`src/rtl/n_line_cache_pkg.sv`:
```
// Shared definitions for the direct-mapped write-through cache: FSM state
// encoding and the index-width helper.
package cache_pkg;

    typedef enum logic [1:0] {
        IDLE  = 2'd0,
        FILL  = 2'd1,
        WRITE = 2'd2,
        WDONE = 2'd3
    } state_t;

    function automatic int clog2(input int value);
        int result;
        result = 0;
        for (int i = 0; i < 31; i++) begin
            if ((1 << i) < value) result = i + 1;
        end
        return result;
    endfunction

endpackage

```
`src/rtl/n_line_cache_if.sv`:
```
// CPU-side request/response and backing-RAM handshake bundle for n_line_cache.
// The cache connects through 'slave'; the requester/RAM environment uses 'master'.
interface n_line_cache_if #(
    parameter int d_width = 8,
    parameter int a_width = 8
);
    logic [a_width-1:0] cpu_addr;
    logic [d_width-1:0] cpu_din;
    logic               cpu_rd;
    logic               cpu_wr;
    logic               flush;
    logic [d_width-1:0] cpu_dout;
    logic               odv;
    logic [a_width-1:0] mem_addr;
    logic [d_width-1:0] mem_dout;
    logic [d_width-1:0] mem_din;
    logic               mem_rd;
    logic               mem_wr;
    logic               mem_ack;

    modport slave (
        input  cpu_addr, cpu_din, cpu_rd, cpu_wr, flush, mem_din, mem_ack,
        output cpu_dout, odv, mem_addr, mem_dout, mem_rd, mem_wr
    );

    modport master (
        output cpu_addr, cpu_din, cpu_rd, cpu_wr, flush, mem_din, mem_ack,
        input  cpu_dout, odv, mem_addr, mem_dout, mem_rd, mem_wr
    );
endinterface

```
`src/rtl/n_line_cache_array.sv`:
```
// Valid/tag/data storage for a direct-mapped cache with a combinational hit
// compare on the request address and a single fill/update write port.
module cache_line_array
    import cache_pkg::*;
#(
    parameter int d_width = 8,
    parameter int a_width = 8,
    parameter int lines   = 4
) (
    input  logic               g_clk,
    input  logic               g_clr,
    input  logic               i_clear_all,
    input  logic               i_fill_en,
    input  logic               i_upd_en,
    input  logic [a_width-1:0] i_addr,
    input  logic [d_width-1:0] i_wr_data,
    output logic               o_hit,
    output logic [d_width-1:0] o_rd_data
);
    localparam int IDX_W = clog2(lines);
    localparam int TAG_W = a_width - IDX_W;

    logic [lines-1:0]   r_valid;
    logic [TAG_W-1:0]   r_tag  [lines];
    logic [d_width-1:0] r_data [lines];
    logic [IDX_W-1:0]   w_idx;
    logic [TAG_W-1:0]   w_tag;

    assign w_idx = i_addr[IDX_W-1:0];
    assign w_tag = i_addr[a_width-1:IDX_W];

    always_ff @(posedge g_clk or posedge g_clr) begin
        if (g_clr) begin
            r_valid <= '0;
        end else if (i_clear_all) begin
            r_valid <= '0;
        end else if (i_fill_en) begin
            r_valid[w_idx] <= 1'b1;
        end
    end

    // Tag and data carry no reset; a line is only trusted once its valid bit is set.
    always_ff @(posedge g_clk) begin
        if (i_fill_en) begin
            r_tag[w_idx]  <= w_tag;
            r_data[w_idx] <= i_wr_data;
        end else if (i_upd_en) begin
            r_data[w_idx] <= i_wr_data;
        end
    end

    assign o_hit     = r_valid[w_idx] && (r_tag[w_idx] == w_tag);
    assign o_rd_data = o_hit ? r_data[w_idx] : '0;
endmodule

```
`src/rtl/n_line_cache.sv`:
```
// Direct-mapped, write-through, no-write-allocate cache: request FSM, RAM
// handshake and saturating read hit/miss statistics.
module n_line_cache
    import cache_pkg::*;
#(
    parameter int d_width   = 8,
    parameter int a_width   = 8,
    parameter int lines     = 4,
    parameter int cnt_width = 8
) (
    input  logic                 g_clk,
    input  logic                 g_clr,
    n_line_cache_if.slave        cache_bus,
    output logic [cnt_width-1:0] hit_cnt,
    output logic [cnt_width-1:0] miss_cnt
);
    state_t               r_state;
    state_t               w_next;
    logic                 w_hit;
    logic [d_width-1:0]   w_line_data;
    logic [d_width-1:0]   w_wr_data;
    logic                 w_flush;
    logic                 w_fill_en;
    logic                 w_upd_en;
    logic                 w_hit_inc;
    logic                 w_miss_inc;
    logic [cnt_width-1:0] r_hit_cnt;
    logic [cnt_width-1:0] r_miss_cnt;

    function automatic logic [cnt_width-1:0] sat_inc(input logic [cnt_width-1:0] value);
        return (&value) ? value : value + {{(cnt_width-1){1'b0}}, 1'b1};
    endfunction

    // A fill takes its word from RAM; a write-hit update takes the CPU word.
    assign w_wr_data = (r_state == FILL) ? cache_bus.mem_din : cache_bus.cpu_din;

    cache_line_array #(
        .d_width (d_width),
        .a_width (a_width),
        .lines   (lines)
    ) u_lines (
        .g_clk       (g_clk),
        .g_clr       (g_clr),
        .i_clear_all (w_flush),
        .i_fill_en   (w_fill_en),
        .i_upd_en    (w_upd_en),
        .i_addr      (cache_bus.cpu_addr),
        .i_wr_data   (w_wr_data),
        .o_hit       (w_hit),
        .o_rd_data   (w_line_data)
    );

    always_ff @(posedge g_clk or posedge g_clr) begin
        if (g_clr) r_state <= IDLE;
        else       r_state <= w_next;
    end

    always_comb begin
        w_next           = r_state;
        w_flush          = 1'b0;
        w_fill_en        = 1'b0;
        w_upd_en         = 1'b0;
        w_hit_inc        = 1'b0;
        w_miss_inc       = 1'b0;
        cache_bus.odv    = 1'b0;
        cache_bus.mem_rd = 1'b0;
        cache_bus.mem_wr = 1'b0;
        case (r_state)
            IDLE: begin
                if (cache_bus.flush) begin
                    w_flush = 1'b1;
                end else if (cache_bus.cpu_wr) begin
                    w_next = WRITE;
                end else if (cache_bus.cpu_rd) begin
                    if (w_hit) begin
                        cache_bus.odv = 1'b1;
                        w_hit_inc     = 1'b1;
                    end else begin
                        w_next     = FILL;
                        w_miss_inc = 1'b1;
                    end
                end
            end
            FILL: begin
                cache_bus.mem_rd = 1'b1;
                if (cache_bus.mem_ack) begin
                    w_fill_en = 1'b1;
                    w_next    = IDLE;
                end
            end
            WRITE: begin
                cache_bus.mem_wr = 1'b1;
                if (cache_bus.mem_ack) begin
                    w_upd_en = w_hit;
                    w_next   = WDONE;
                end
            end
            WDONE: begin
                cache_bus.odv = 1'b1;
                w_next        = IDLE;
            end
            default: w_next = IDLE;
        endcase
    end

    always_ff @(posedge g_clk or posedge g_clr) begin
        if (g_clr) begin
            r_hit_cnt  <= '0;
            r_miss_cnt <= '0;
        end else begin
            if (w_hit_inc)  r_hit_cnt  <= sat_inc(r_hit_cnt);
            if (w_miss_inc) r_miss_cnt <= sat_inc(r_miss_cnt);
        end
    end

    assign cache_bus.mem_addr = cache_bus.cpu_addr;
    assign cache_bus.mem_dout = cache_bus.cpu_din;
    assign cache_bus.cpu_dout = w_line_data;
    assign hit_cnt            = r_hit_cnt;
    assign miss_cnt           = r_miss_cnt;
endmodule
```
`src/flat_wrapper.sv`:
```
// flat-port wrapper written by rule: the top's interface ports become plain ports
module n_line_cache_flat import cache_pkg::*;
#(
    parameter int d_width   = 8,
    parameter int a_width   = 8,
    parameter int lines     = 4,
    parameter int cnt_width = 8
)
  (g_clk, g_clr, hit_cnt, miss_cnt, cache_bus_cpu_addr, cache_bus_cpu_din, cache_bus_cpu_rd, cache_bus_cpu_wr, cache_bus_flush, cache_bus_mem_din, cache_bus_mem_ack, cache_bus_cpu_dout, cache_bus_odv, cache_bus_mem_addr, cache_bus_mem_dout, cache_bus_mem_rd, cache_bus_mem_wr);
  n_line_cache_if #(.d_width(d_width), .a_width(a_width)) cache_bus_i ();
  input  logic g_clk;
  input  logic g_clr;
  output logic [cnt_width-1:0] hit_cnt;
  output logic [cnt_width-1:0] miss_cnt;
  input wire logic [$bits(cache_bus_i.cpu_addr)-1:0] cache_bus_cpu_addr;
  input wire logic [$bits(cache_bus_i.cpu_din)-1:0] cache_bus_cpu_din;
  input wire logic [$bits(cache_bus_i.cpu_rd)-1:0] cache_bus_cpu_rd;
  input wire logic [$bits(cache_bus_i.cpu_wr)-1:0] cache_bus_cpu_wr;
  input wire logic [$bits(cache_bus_i.flush)-1:0] cache_bus_flush;
  input wire logic [$bits(cache_bus_i.mem_din)-1:0] cache_bus_mem_din;
  input wire logic [$bits(cache_bus_i.mem_ack)-1:0] cache_bus_mem_ack;
  output wire logic [$bits(cache_bus_i.cpu_dout)-1:0] cache_bus_cpu_dout;
  output wire logic [$bits(cache_bus_i.odv)-1:0] cache_bus_odv;
  output wire logic [$bits(cache_bus_i.mem_addr)-1:0] cache_bus_mem_addr;
  output wire logic [$bits(cache_bus_i.mem_dout)-1:0] cache_bus_mem_dout;
  output wire logic [$bits(cache_bus_i.mem_rd)-1:0] cache_bus_mem_rd;
  output wire logic [$bits(cache_bus_i.mem_wr)-1:0] cache_bus_mem_wr;
  assign cache_bus_i.cpu_addr = cache_bus_cpu_addr;
  assign cache_bus_i.cpu_din = cache_bus_cpu_din;
  assign cache_bus_i.cpu_rd = cache_bus_cpu_rd;
  assign cache_bus_i.cpu_wr = cache_bus_cpu_wr;
  assign cache_bus_i.flush = cache_bus_flush;
  assign cache_bus_i.mem_din = cache_bus_mem_din;
  assign cache_bus_i.mem_ack = cache_bus_mem_ack;
  assign cache_bus_cpu_dout = cache_bus_i.cpu_dout;
  assign cache_bus_odv = cache_bus_i.odv;
  assign cache_bus_mem_addr = cache_bus_i.mem_addr;
  assign cache_bus_mem_dout = cache_bus_i.mem_dout;
  assign cache_bus_mem_rd = cache_bus_i.mem_rd;
  assign cache_bus_mem_wr = cache_bus_i.mem_wr;
  n_line_cache #(.d_width(d_width), .a_width(a_width), .lines(lines), .cnt_width(cnt_width)) u_core (.g_clk(g_clk), .g_clr(g_clr), .cache_bus(cache_bus_i), .hit_cnt(hit_cnt), .miss_cnt(miss_cnt));
endmodule
```
`config.mk`:
```
export PLATFORM = sky130hd
export DESIGN_NAME = n_line_cache_flat
export DESIGN_NICKNAME = d
export VERILOG_FILES = /design/src/rtl/n_line_cache_pkg.sv /design/src/rtl/n_line_cache_if.sv /design/src/rtl/n_line_cache_array.sv /design/src/rtl/n_line_cache.sv /design/src/flat_wrapper.sv
export SDC_FILE = /design/constraint.sdc
export NUM_CORES = 1
export LEC_CHECK = 0
export ABC_AREA = 1
export ABC_CLOCK_PERIOD_IN_PS = 2800
export CORE_UTILIZATION = 30
export DETAILED_ROUTE_END_ITERATION = 6
export PLACE_DENSITY = 0.6
export SETUP_SLACK_MARGIN = 0.05
export SYNTH_ARGS = -nofsm -noshare
export SYNTH_HDL_FRONTEND = slang
export SYNTH_SLANG_ARGS = --single-unit
export TNS_END_PERCENT = 100
```
`constraint.sdc`:
```
create_clock -name g_clk -period 2.8 [get_ports g_clk]
set_input_delay 0.56 -clock g_clk [delete_from_list [all_inputs] [get_ports g_clk]]
set_output_delay 0.56 -clock g_clk [all_outputs]
set_load 0.03 [all_outputs]
```
==> out/metrics.cfg <==
[power_and_ir_drop]
p_clk_frac = 0.354
p_per_area_nw_per_um2 = 669
intPower_mw = 2.49
power.total_mw = 3.50
seq_power_share = 0.413
combPwrFrac = 0.233
ir_drop_mv = 0.512
p_sw_frac = 0.288
leakage_nw = 2.26
p_switching_mw = 1.01

[clocking]
clk_pin_slew_worst_paths_ns = 0.06
root_buffer = clkbuf_16
cts_tree = yes
cts_max_level = 3
cts-buffers-inserted = 9
clock_path_buffers = 2
clock_latency_ns = 0.34
cts_num_sinks = 78

[timing]
setup_viol_count_final = 0
fmax_mhz = 382
min_period_over_period = 0.934
worst_pin_slew_ns = 0.870
rsz0062_at_grt = true
skew_ns = 0.00944
layout_setup_ws_ns = 0.185
slew_viol_final = 0
fin_setup_tns_ns = 0
hold_viol_final = 0
holdWs_ns = 0.500
slew-limit-headroom = 0.420
fin_crit_ns = 2.61

[placement]
gp_congestion = 0.760
dp_cells = 647
io_buffers = 72
pre_cts_slack_ns = -0.281
dp_hpwl_mm = 6.05

[run]
cap_violations = 0

[grt]
grt_overflow_total = 0
use_met3 = 0.0312
grt_pass1_vias = 3028
antenna_found_initial = 0
top_usage_layer = met2
track_usage = 0.146
grt_max_degree = 23
grt_pass1_wl_mm = 14.4
grt.met2_usage = 0.246
use_met1 = 0.178

[synthesis]
syn_nets = 436
synth-edff-count = 56
ys.flop_type = edfxtp_1
synthArstFlopShare = 0.282
synth_cell_types = 28
ys_ff_latch = 78
synthCells = 400
ys_warn_count = 0
synth_area_per_cell_um2 = 9.45
yosysSeqAreaShare = 0.591
mappedNetlistArea_um2 = 3780

[run_status]
status = finished, final reports clean

[layout]
final_common_cell = nand2_1
final_cell_mix = nand2_1, clkdlybuf4s50_1, edfxtp_1
final_cell_count_no_fill = 671
insertedDiodeCount = 0
area_delta_synth_final_pct = 38.4
fillers = 1191
drive_gt1_frac = 0.187
nets = 534

[floorplan]
fp.dieH_um = 114
core_area_um2 = 12200
dieWidth_um = 114
io_pins = 73
row_count = 40
start_util = 0.311
die-area_um2 = 13100

[setup_path]
critPathKind = in -> out
required_ns = 2.24
cp-start-kind = input pin
end_kind = output pin
cp_max_fo = 9
worstPathArrival_ns = 2.05

[hold_path]
min_path_type = reg -> reg

[route]
viasPerCell = 4.44
dr.pass1.iters = 4
drc = 0
postRouteAntennaNets = 0
via_count = 2981
drt_iter0_drc = 167
wl_per_cell_um = 13.1
routed_wl_mm = 8.78

## state kept, by name (all words and copies together), names as in the netlist
register and flops:
u_core.u_lines.r_data 32, u_core.u_lines.r_tag 24, u_core.hit_cnt 8, u_core.miss_cnt 8, u_core.u_lines.r_valid 4, u_core.r_state 2
## final timing paths
check | from | to | slack [ns] | cells after the start
worst max-delay path | cache_bus_cpu_addr[0] | cache_bus_cpu_dout[2] | 0.19 | 13
worst min-delay path | u_core.miss_cnt[5]$_DFFE_PP0P_ | u_core.miss_cnt[5]$_DFFE_PP0P_ | 0.50 | 2
worst max register to register | u_core.r_state[0]$_DFFE_PP0P_ | u_core.hit_cnt[7]$_DFFE_PP0P_ | 0.72 | 14
worst min register to register | u_core.miss_cnt[5]$_DFFE_PP0P_ | u_core.miss_cnt[5]$_DFFE_PP0P_ | 0.50 | 2
max in group asynchronous | g_clr | u_core.hit_cnt[0]$_DFFE_PP0P_ | 1.55 | 2
min in group asynchronous | g_clr | u_core.miss_cnt[0]$_DFFE_PP0P_ | 0.71 | 2
## cell type report
type	count	area, µm²	area share
inverter	34	140	0.0268
multi-input combinational	265	1290	0.247
tap	168	210	0.0402
clock inverter	5	81.3	0.0155
timing repair buffer	110	1040	0.200
sequential	78	2230	0.427
clock buffer	11	233	0.0445
## metrics by stage
step,area [µm²],util
2_1_floorplan,3780,-
3_3_place_gp,4760,0.391
3_5_place_dp,4760,0.391
4_1_cts,5130,0.422
5_1_grt,5230,0.430
6_report,5230,0.430
## power by group through the flow
stage               combinational [mW]  clock [mW]  sequential [mW]
floorplan                        0.433           0             1.51
global placement                 0.751           0             1.47
detailed placement               0.763           0             1.47
CTS                              0.780        1.27             1.45
global route                     0.912        1.31             1.46
finish                           0.815        1.24             1.45
## cell families after synthesis
| kind of cell | Yosys count | share of synthesized area |
|---|---|---|
| and+or+nand+nor | 234 | 0.262 |
| DFF | 78 | 0.591 |
| buffers and inverters | 57 | 0.0828 |
| AOI/OAI and AO/OA | 22 | 0.0377 |
| adders and majority gates | 6 | 0.0199 |
| xor gates and xnor gates | 3 | 0.00695 |
## critical path: stages
cell      delay [ns]
buf_6           0.11
buf_12          0.13
buf_4           0.14
nand2_1         0.07
nand2_1         0.06
nand2_1         0.07
nand3b_1        0.08
nand2_1         0.11
nand3_4         0.11
nor2_4          0.15
inv_4           0.08
a31oi_2         0.20
buf_6           0.16
## routing by layer
layer  wire [µm]  part of all wire  vias to the layer above
li1            -                 -                     1497
met1        3960              0.45                     1395
met2        4240              0.48                       80
met3         422             0.048                        9
met4         159             0.018                        0
met5           0                 0                        -
## cells in the mapped netlist, types with 2 or more instances
master,instances,share of area
a22oi_1,8,0.016
a31oi_1,10,0.017
buf_4,17,0.034
buf_6,4,0.012
clkbuf_1,2,0.0020
dfrtp_1,22,0.15
edfxtp_1,56,0.44
ha_1,6,0.020
inv_1,27,0.027
inv_2,5,0.0050
inv_4,2,0.0033
nand2_1,160,0.16
nand2_2,4,0.0066
nand3_1,18,0.024
nand3b_1,4,0.0079
nand4_1,6,0.0099
nor2_1,33,0.033
nor3_1,3,0.0040
o21ai_0,3,0.0040
xnor2_1,2,0.0046
## what timing repair did
item / 4_1_cts / 5_1_grt
setup endpoints to repair: 9 / 9
setup buffers: 1 / 6
gates cloned: 1 / 0
gates resized for setup: 11 / 26
pin swaps: 2 / 8
hold buffers: 0 / 0
Power figures use the tool's default switching activity.
